### src/rtl/decoder_ctrl_pkg.sv
// Shared definitions for decoder_ctrl: FSM states, the safe select code
// and the golden 2-to-3 decode table, which the testbench also imports.
package decoder_ctrl_pkg;

  typedef enum logic [1:0] {
    IDLE  = 2'd0,
    DRIVE = 2'd1,
    RESP  = 2'd2
  } state_t;

  // Select code parked on the decoder whenever no transaction is active.
  // It decodes to 3'b000.
  localparam logic [1:0] SAFE_SEL = 2'b01;

  // Reference decode: any odd code -> 000, 00 -> 011, 10 -> 111.
  function automatic logic [2:0] golden_abc(input logic [1:0] s);
    logic [2:0] r;
    case (s)
      2'b00:   r = 3'b011;
      2'b10:   r = 3'b111;
      default: r = 3'b000;
    endcase
    return r;
  endfunction

endpackage

### src/rtl/decoder_ctrl_rr_arbiter.sv
// Combinational round-robin arbiter. The search starts one position past
// last_grant and wraps, so the most recently served requester has the
// lowest priority. Produces a one-hot grant plus its encoded index.
module rr_arbiter
  import decoder_ctrl_pkg::*;
#(
  parameter int REQ_NUM = 4,
  parameter int ID_W    = (REQ_NUM > 1) ? $clog2(REQ_NUM) : 1
) (
  input  logic [REQ_NUM-1:0] req,
  input  logic [ID_W-1:0]    last_grant,
  output logic [REQ_NUM-1:0] grant,
  output logic [ID_W-1:0]    grant_id,
  output logic               any_req
);

  logic found_s;

  // Pick the first requester after last_grant, wrapping modulo REQ_NUM.
  always_comb begin
    grant    = '0;
    grant_id = '0;
    found_s  = 1'b0;
    for (int k = 1; k <= REQ_NUM; k++) begin
      for (int i = 0; i < REQ_NUM; i++) begin
        if (!found_s && req[i] && (i == ((int'(last_grant) + k) % REQ_NUM))) begin
          found_s  = 1'b1;
          grant[i] = 1'b1;
          grant_id = ID_W'(i);
        end else begin
          found_s  = found_s;
        end
      end
    end
  end

  assign any_req = |req;

endmodule

### src/rtl/decoder_ctrl.sv
// decoder_ctrl: shares one 2-to-3 select decoder between REQ_NUM requesters.
// Round-robin grant in IDLE, one settle cycle in DRIVE, then the captured
// {a,b,c} is presented tagged with the requester id and a golden-table
// mismatch flag until it is consumed.
// Optional build macro DECODER_CTRL_STATS_EN adds saturating per-code
// response counters (stat_cnt) and an error counter (stat_err).
module decoder_ctrl
  import decoder_ctrl_pkg::*;
#(
  parameter int REQ_NUM = 4,
  parameter int ID_W    = (REQ_NUM > 1) ? $clog2(REQ_NUM) : 1
`ifdef DECODER_CTRL_STATS_EN
  , parameter int CNT_W = 16
`endif
) (
  input  logic                 clk,
  input  logic                 aresetn,
  input  logic [REQ_NUM-1:0]   req_valid,
  input  logic [2*REQ_NUM-1:0] req_sel,
  output logic [REQ_NUM-1:0]   req_ready,
  output logic [1:0]           dec_s,
  input  logic                 dec_a,
  input  logic                 dec_b,
  input  logic                 dec_c,
  output logic                 resp_valid,
  input  logic                 resp_ready,
  output logic [ID_W-1:0]      resp_id,
  output logic [2:0]           resp_abc,
  output logic                 resp_err
`ifdef DECODER_CTRL_STATS_EN
  , output logic [4*CNT_W-1:0] stat_cnt,
  output logic [CNT_W-1:0]     stat_err
`endif
);

  state_t              state_r;
  state_t              state_nxt_s;
  logic [ID_W-1:0]     last_grant_r;
  logic [ID_W-1:0]     grant_id_r;
  logic [REQ_NUM-1:0]  grant_s;
  logic [ID_W-1:0]     grant_idx_s;
  logic                any_req_s;
  logic [1:0]          sel_mux_s;
  logic [2:0]          abc_s;
  logic                hs_resp_s;

  assign abc_s     = {dec_a, dec_b, dec_c};
  assign hs_resp_s = (state_r == RESP) && resp_valid && resp_ready;

  rr_arbiter #(
    .REQ_NUM (REQ_NUM),
    .ID_W    (ID_W)
  ) u_arb (
    .req        (req_valid),
    .last_grant (last_grant_r),
    .grant      (grant_s),
    .grant_id   (grant_idx_s),
    .any_req    (any_req_s)
  );

  // Route only the granted requester's select code; masked slices contribute
  // zero so X on non-granted inputs cannot leak into dec_s.
  always_comb begin
    sel_mux_s = 2'b00;
    for (int i = 0; i < REQ_NUM; i++) begin
      sel_mux_s = sel_mux_s | (grant_s[i] ? req_sel[2*i +: 2] : 2'b00);
    end
  end

  // Accept pulse is only offered in IDLE and never while reset is applied.
  always_comb begin
    if (aresetn && (state_r == IDLE)) begin
      req_ready = grant_s;
    end else begin
      req_ready = '0;
    end
  end

  // Next-state logic: IDLE -> DRIVE on any request, DRIVE -> RESP always,
  // RESP -> IDLE on the response handshake.
  always_comb begin
    state_nxt_s = state_r;
    case (state_r)
      IDLE: begin
        if (any_req_s) begin
          state_nxt_s = DRIVE;
        end else begin
          state_nxt_s = IDLE;
        end
      end
      DRIVE: state_nxt_s = RESP;
      RESP: begin
        if (hs_resp_s) begin
          state_nxt_s = IDLE;
        end else begin
          state_nxt_s = RESP;
        end
      end
      default: state_nxt_s = IDLE;
    endcase
  end

  // State register and all registered outputs / transaction context.
  always_ff @(posedge clk or negedge aresetn) begin
    if (!aresetn) begin
      state_r      <= IDLE;
      dec_s        <= SAFE_SEL;
      last_grant_r <= ID_W'(REQ_NUM - 1);
      grant_id_r   <= '0;
      resp_valid   <= 1'b0;
      resp_id      <= '0;
      resp_abc     <= 3'b000;
      resp_err     <= 1'b0;
    end else begin
      state_r <= state_nxt_s;
      case (state_r)
        IDLE: begin
          if (any_req_s) begin
            dec_s      <= sel_mux_s;
            grant_id_r <= grant_idx_s;
          end else begin
            dec_s      <= SAFE_SEL;
          end
        end
        DRIVE: begin
          resp_abc   <= abc_s;
          resp_id    <= grant_id_r;
          resp_err   <= (abc_s != golden_abc(dec_s));
          resp_valid <= 1'b1;
        end
        RESP: begin
          if (hs_resp_s) begin
            resp_valid   <= 1'b0;
            last_grant_r <= grant_id_r;
            dec_s        <= SAFE_SEL;
          end else begin
            resp_valid   <= resp_valid;
          end
        end
        default: begin
          dec_s <= SAFE_SEL;
        end
      endcase
    end
  end

`ifdef DECODER_CTRL_STATS_EN
  // Increment by one unless already at all-ones.
  function automatic logic [CNT_W-1:0] sat_inc(input logic [CNT_W-1:0] v);
    if (v == {CNT_W{1'b1}}) begin
      return v;
    end else begin
      return v + CNT_W'(1);
    end
  endfunction

  // Completed-response statistics, updated on the response handshake.
  always_ff @(posedge clk or negedge aresetn) begin
    if (!aresetn) begin
      stat_cnt <= '0;
      stat_err <= '0;
    end else if (hs_resp_s) begin
      for (int k = 0; k < 4; k++) begin
        if (dec_s == 2'(k)) begin
          stat_cnt[k*CNT_W +: CNT_W] <= sat_inc(stat_cnt[k*CNT_W +: CNT_W]);
        end
      end
      if (resp_err) begin
        stat_err <= sat_inc(stat_err);
      end
    end
  end
`endif

endmodule

### config.mk
export PLATFORM = sky130hd
export DESIGN_NAME = decoder_ctrl
export DESIGN_NICKNAME = d
export VERILOG_FILES = /design/src/rtl/decoder_ctrl_pkg.sv /design/src/rtl/decoder_ctrl_rr_arbiter.sv /design/src/rtl/decoder_ctrl.sv
export SDC_FILE = /design/constraint.sdc
export NUM_CORES = 1
export LEC_CHECK = 0
export ABC_AREA = 1
export CAP_MARGIN = 30
export CORE_ASPECT_RATIO = 0.75
export CORE_UTILIZATION = 33
export CTS_CLUSTER_SIZE = 12
export DETAILED_ROUTE_END_ITERATION = 6
export PLACE_DENSITY = 0.57
export SLEW_MARGIN = 10
export SYNTH_ARGS = -nofsm -noshare
export SYNTH_HDL_FRONTEND = slang
export SYNTH_SLANG_ARGS = --single-unit
export TNS_END_PERCENT = 100
### constraint.sdc
create_clock -name clk -period 2.9 [get_ports clk]
set_input_delay 0.58 -clock clk [delete_from_list [all_inputs] [get_ports clk]]
set_output_delay 0.58 -clock clk [all_outputs]
set_load 0.005 [all_outputs]
==> impl_metrics.yaml <==
sta:
  rsz0062_at_grt: "true"
  hold_viol_final: 0
  slew_headroom_pct: 64.3
  setup_viol: 0
  tightest_slew_ps: 531
  whs_ps: 488
  fin_worst_skew_ps: 8.09
  drv_slew: 0
  period_share_pct: 97.7
  fmax_ghz: 0.353
  finalCriticalPeriod_ps: 2830
layout:
  final_layout_size_suffix_gt1_share_pct: 34.4
  fin_nets: 243
  syn2layout_area_growth_pct: 64.2
  num_antenna_cells: 0
  final-instance-count-excl-fill: 262
logic_synthesis:
  synth_edf_count: 0
  synthesis.nets: 171
  synth_top_area_cell: "dfrtp_1"
  ys_warn_count: 0
  async_reset_ff_share_pct: 100
  avgSynthCellArea_um2: 7.06
  synth_cell_type_count: 27
  syn_inst: 153
  synth_ff_type: "dfrtp_1"
  syn-cell-area_um2: 1080
  ys_seq_elements: 15
  synth.area.top_cells: "dfrtp_1 28%, nand2_1 17%, dfstp_2 7.3%"
  synth_top_area_share_pct: 27.8
  seq_area_frac_synth_pct: 35.1
floorplanning:
  rows: 17
  start_util_pct: 35.7
  die_area_um2: 3510
  die_height_um: 51.5
  io_pins: 31
  dieWidth_um: 68.1
  placeableCoreArea_um2: 3020
clock_tree:
  htreeDepth: 1
  cts_sinks: 15
  cts_hold_buf: 0
  cts_tree: "done"
  cts_root_buf: "clkbuf_8"
  cts_buffer_depth: 2
  cts_buffers: 3
  cts.clk_slew.worst_paths_ps: 60
  insertion_delay_ps: 250
min_path:
  hp-class: "reg -> reg"
route:
  firstDrtPassIters: 4
  vias: 1279
  routed_via_density: 4.88
  wirelength_um: 3390
  drt_iter0_markers: 67
  antenna_left: 0
  wire_per_inst_um: 12.9
  drc: 0
placed_design:
  numPlacedInstances: 245
  gp_congestion: 0.975
  hpwl_um: 2490
  io_buffers: 30
run:
  maxCapViolCount: 0
pwr:
  leakage_nw: 0.880
  power.density_nw_per_um2: 972
  ir_worst_vdd_mv: 0.378
grt:
  grt_max_degree: 16
  grt_first_pass_wirelength_um: 5510
  antenna_found_initial: 0
  grt_usage_pct: 21.2
  grt_overflow: 0
  grt_pass1_vias: 1260
critical_path:
  critical_path_arrival_ps: 2250
  required_ps: 2320
  crit_type: "reg -> out"
  crit_path_start_kind: "register"
  end_kind: "primary output"
  worst-path-max-fanout: 5
outcome:
  outcome: "finished, final reports clean"
metal layers:
layer	up-vias	global-route usage, %	share of wire, %
li1	635	-	-
met1	586	28.9	47
met2	54	34.6	45
met3	4	3.95	6.3
met4	0	4.86	1.5
met5	-	0	0
cells in the mapped netlist (2+ instances only):
cell,number
dfstp_2,3
nand4_1,5
dfrtp_1,12
a21oi_1,4
o21ai_0,5
nand2_1,48
nor2_1,21
nand3_2,4
nor3_1,4
nand3_1,6
inv_2,2
nor2_4,3
nand4_2,3
inv_1,18
buf_6,2
nand2_2,2
critical path, cell delays in order, from the launching register on:
cell      delay (ps)
dfstp_2          610
inv_2             60
nand3_2          100
nand2_2           80
nor2_4           150
nand4_4          100
nor2_4           170
nand4_4          120
nor2_4           110
buf_4            130
nand4_4           80
a21oi_2          160
clkbuf_2         130
through the flow:
| step | worst slack, ps | utilization (%) | power (mW) | area [um^2] | setup TNS (ps) |
|---|---|---|---|---|---|
| 2_1_floorplan | 608 | - | 0.969 | 1080 | 0 |
| 5_1_grt | -39.0 | 58.7 | 1.87 | 1770 | -67.3 |
| 3_3_place_gp | -304 | 53.0 | 1.35 | 1600 | -1140 |
| 4_1_cts | 17.2 | 58.0 | 1.66 | 1750 | 0 |
| 3_5_place_dp | -368 | 53.0 | 1.36 | 1600 | -1390 |
| 6_report | 66.7 | 58.7 | 1.72 | 1770 | 0 |
final timing paths:
check / from / to / slack [ps] / cells past startpoint
max: last_grant_r[1]$_DFFE_PN1P_ / req_ready[3] / 70 / 12
min: resp_abc[2]$_DFFE_PN0P_ / resp_abc[2]$_DFFE_PN0P_ / 490 / 2
max reg2reg: last_grant_r[0]$_DFFE_PN1P_ / dec_s[1]$_DFFE_PN0P_ / 530 / 19
min reg2reg: resp_abc[2]$_DFFE_PN0P_ / resp_abc[2]$_DFFE_PN0P_ / 490 / 2
max in group asynchronous: aresetn / dec_s[0]$_DFFE_PN1P_ / 1920 / 2
min in group asynchronous: aresetn / resp_abc[1]$_DFFE_PN0P_ / 730 / 2
placed cells by master (no fill, tap or decap), types with 3 or more instances in the layout:
cell type        synthesis  final
clkbuf_2                 0      3
inv_2                    2      3
nand3_2                  4      5
nor3_1                   4      4
nor2_1                  21     20
nand2_1                 48     45
nand4_4                  1      3
buf_4                    0     39
clkdlybuf4s50_1          0     22
clkbuf_8                 0      3
nand2_2                  2      5
dfstp_2                  3      3
dlygate4sd2_1            0      4
nand3_1                  6      5
inv_1                   18     17
nor2_4                   3      4
dfrtp_1                 12     12
o21ai_0                  5      5
nand4_1                  5      5
a21oi_2                  0      3
sequential cells by signal, summed over array words and instances (netlist names):
register and count:
last_grant_r 2, resp_id 2, grant_id_r 2, resp_valid 1, resp_err 1, dec_s 2, resp_abc 3, state_r 2
where the power goes:
group / leakage [nW] / switching [mW] / internal, mW
sequential: 0.172 / 0.0923 / 0.329
clock: 0.0255 / 0.0726 / 0.0952
combinational: 0.683 / 0.578 / 0.558
total: 0.880 / 0.742 / 0.982
cells by family after synthesis:
group	count (synthesis)	share of synthesized area (%)
compound gates	13	6.95
buf+inv	23	9.39
simple gates	101	47.7
flops	15	35.1
xor+xnor	1	0.811
final cells by class:
cell class | instances | area (um^2)
clock buffer | 3 | 41.3
clock inverter | 1 | 5.00
fill | 278 | 1250
inverter | 21 | 78.8
multi-input combinational | 115 | 653
sequential | 15 | 379
tap | 38 | 47.5
timing repair buffer | 69 | 568
timing repair:
| action | CTS | global route |
|---|---|---|
| endpoints found under the setup margin | 4 | 4 |
| setup buffers | 10 | 3 |
| gates resized for setup | 23 | 7 |
| pin swaps | 6 | 5 |
(Power assumes the default switching activity.)
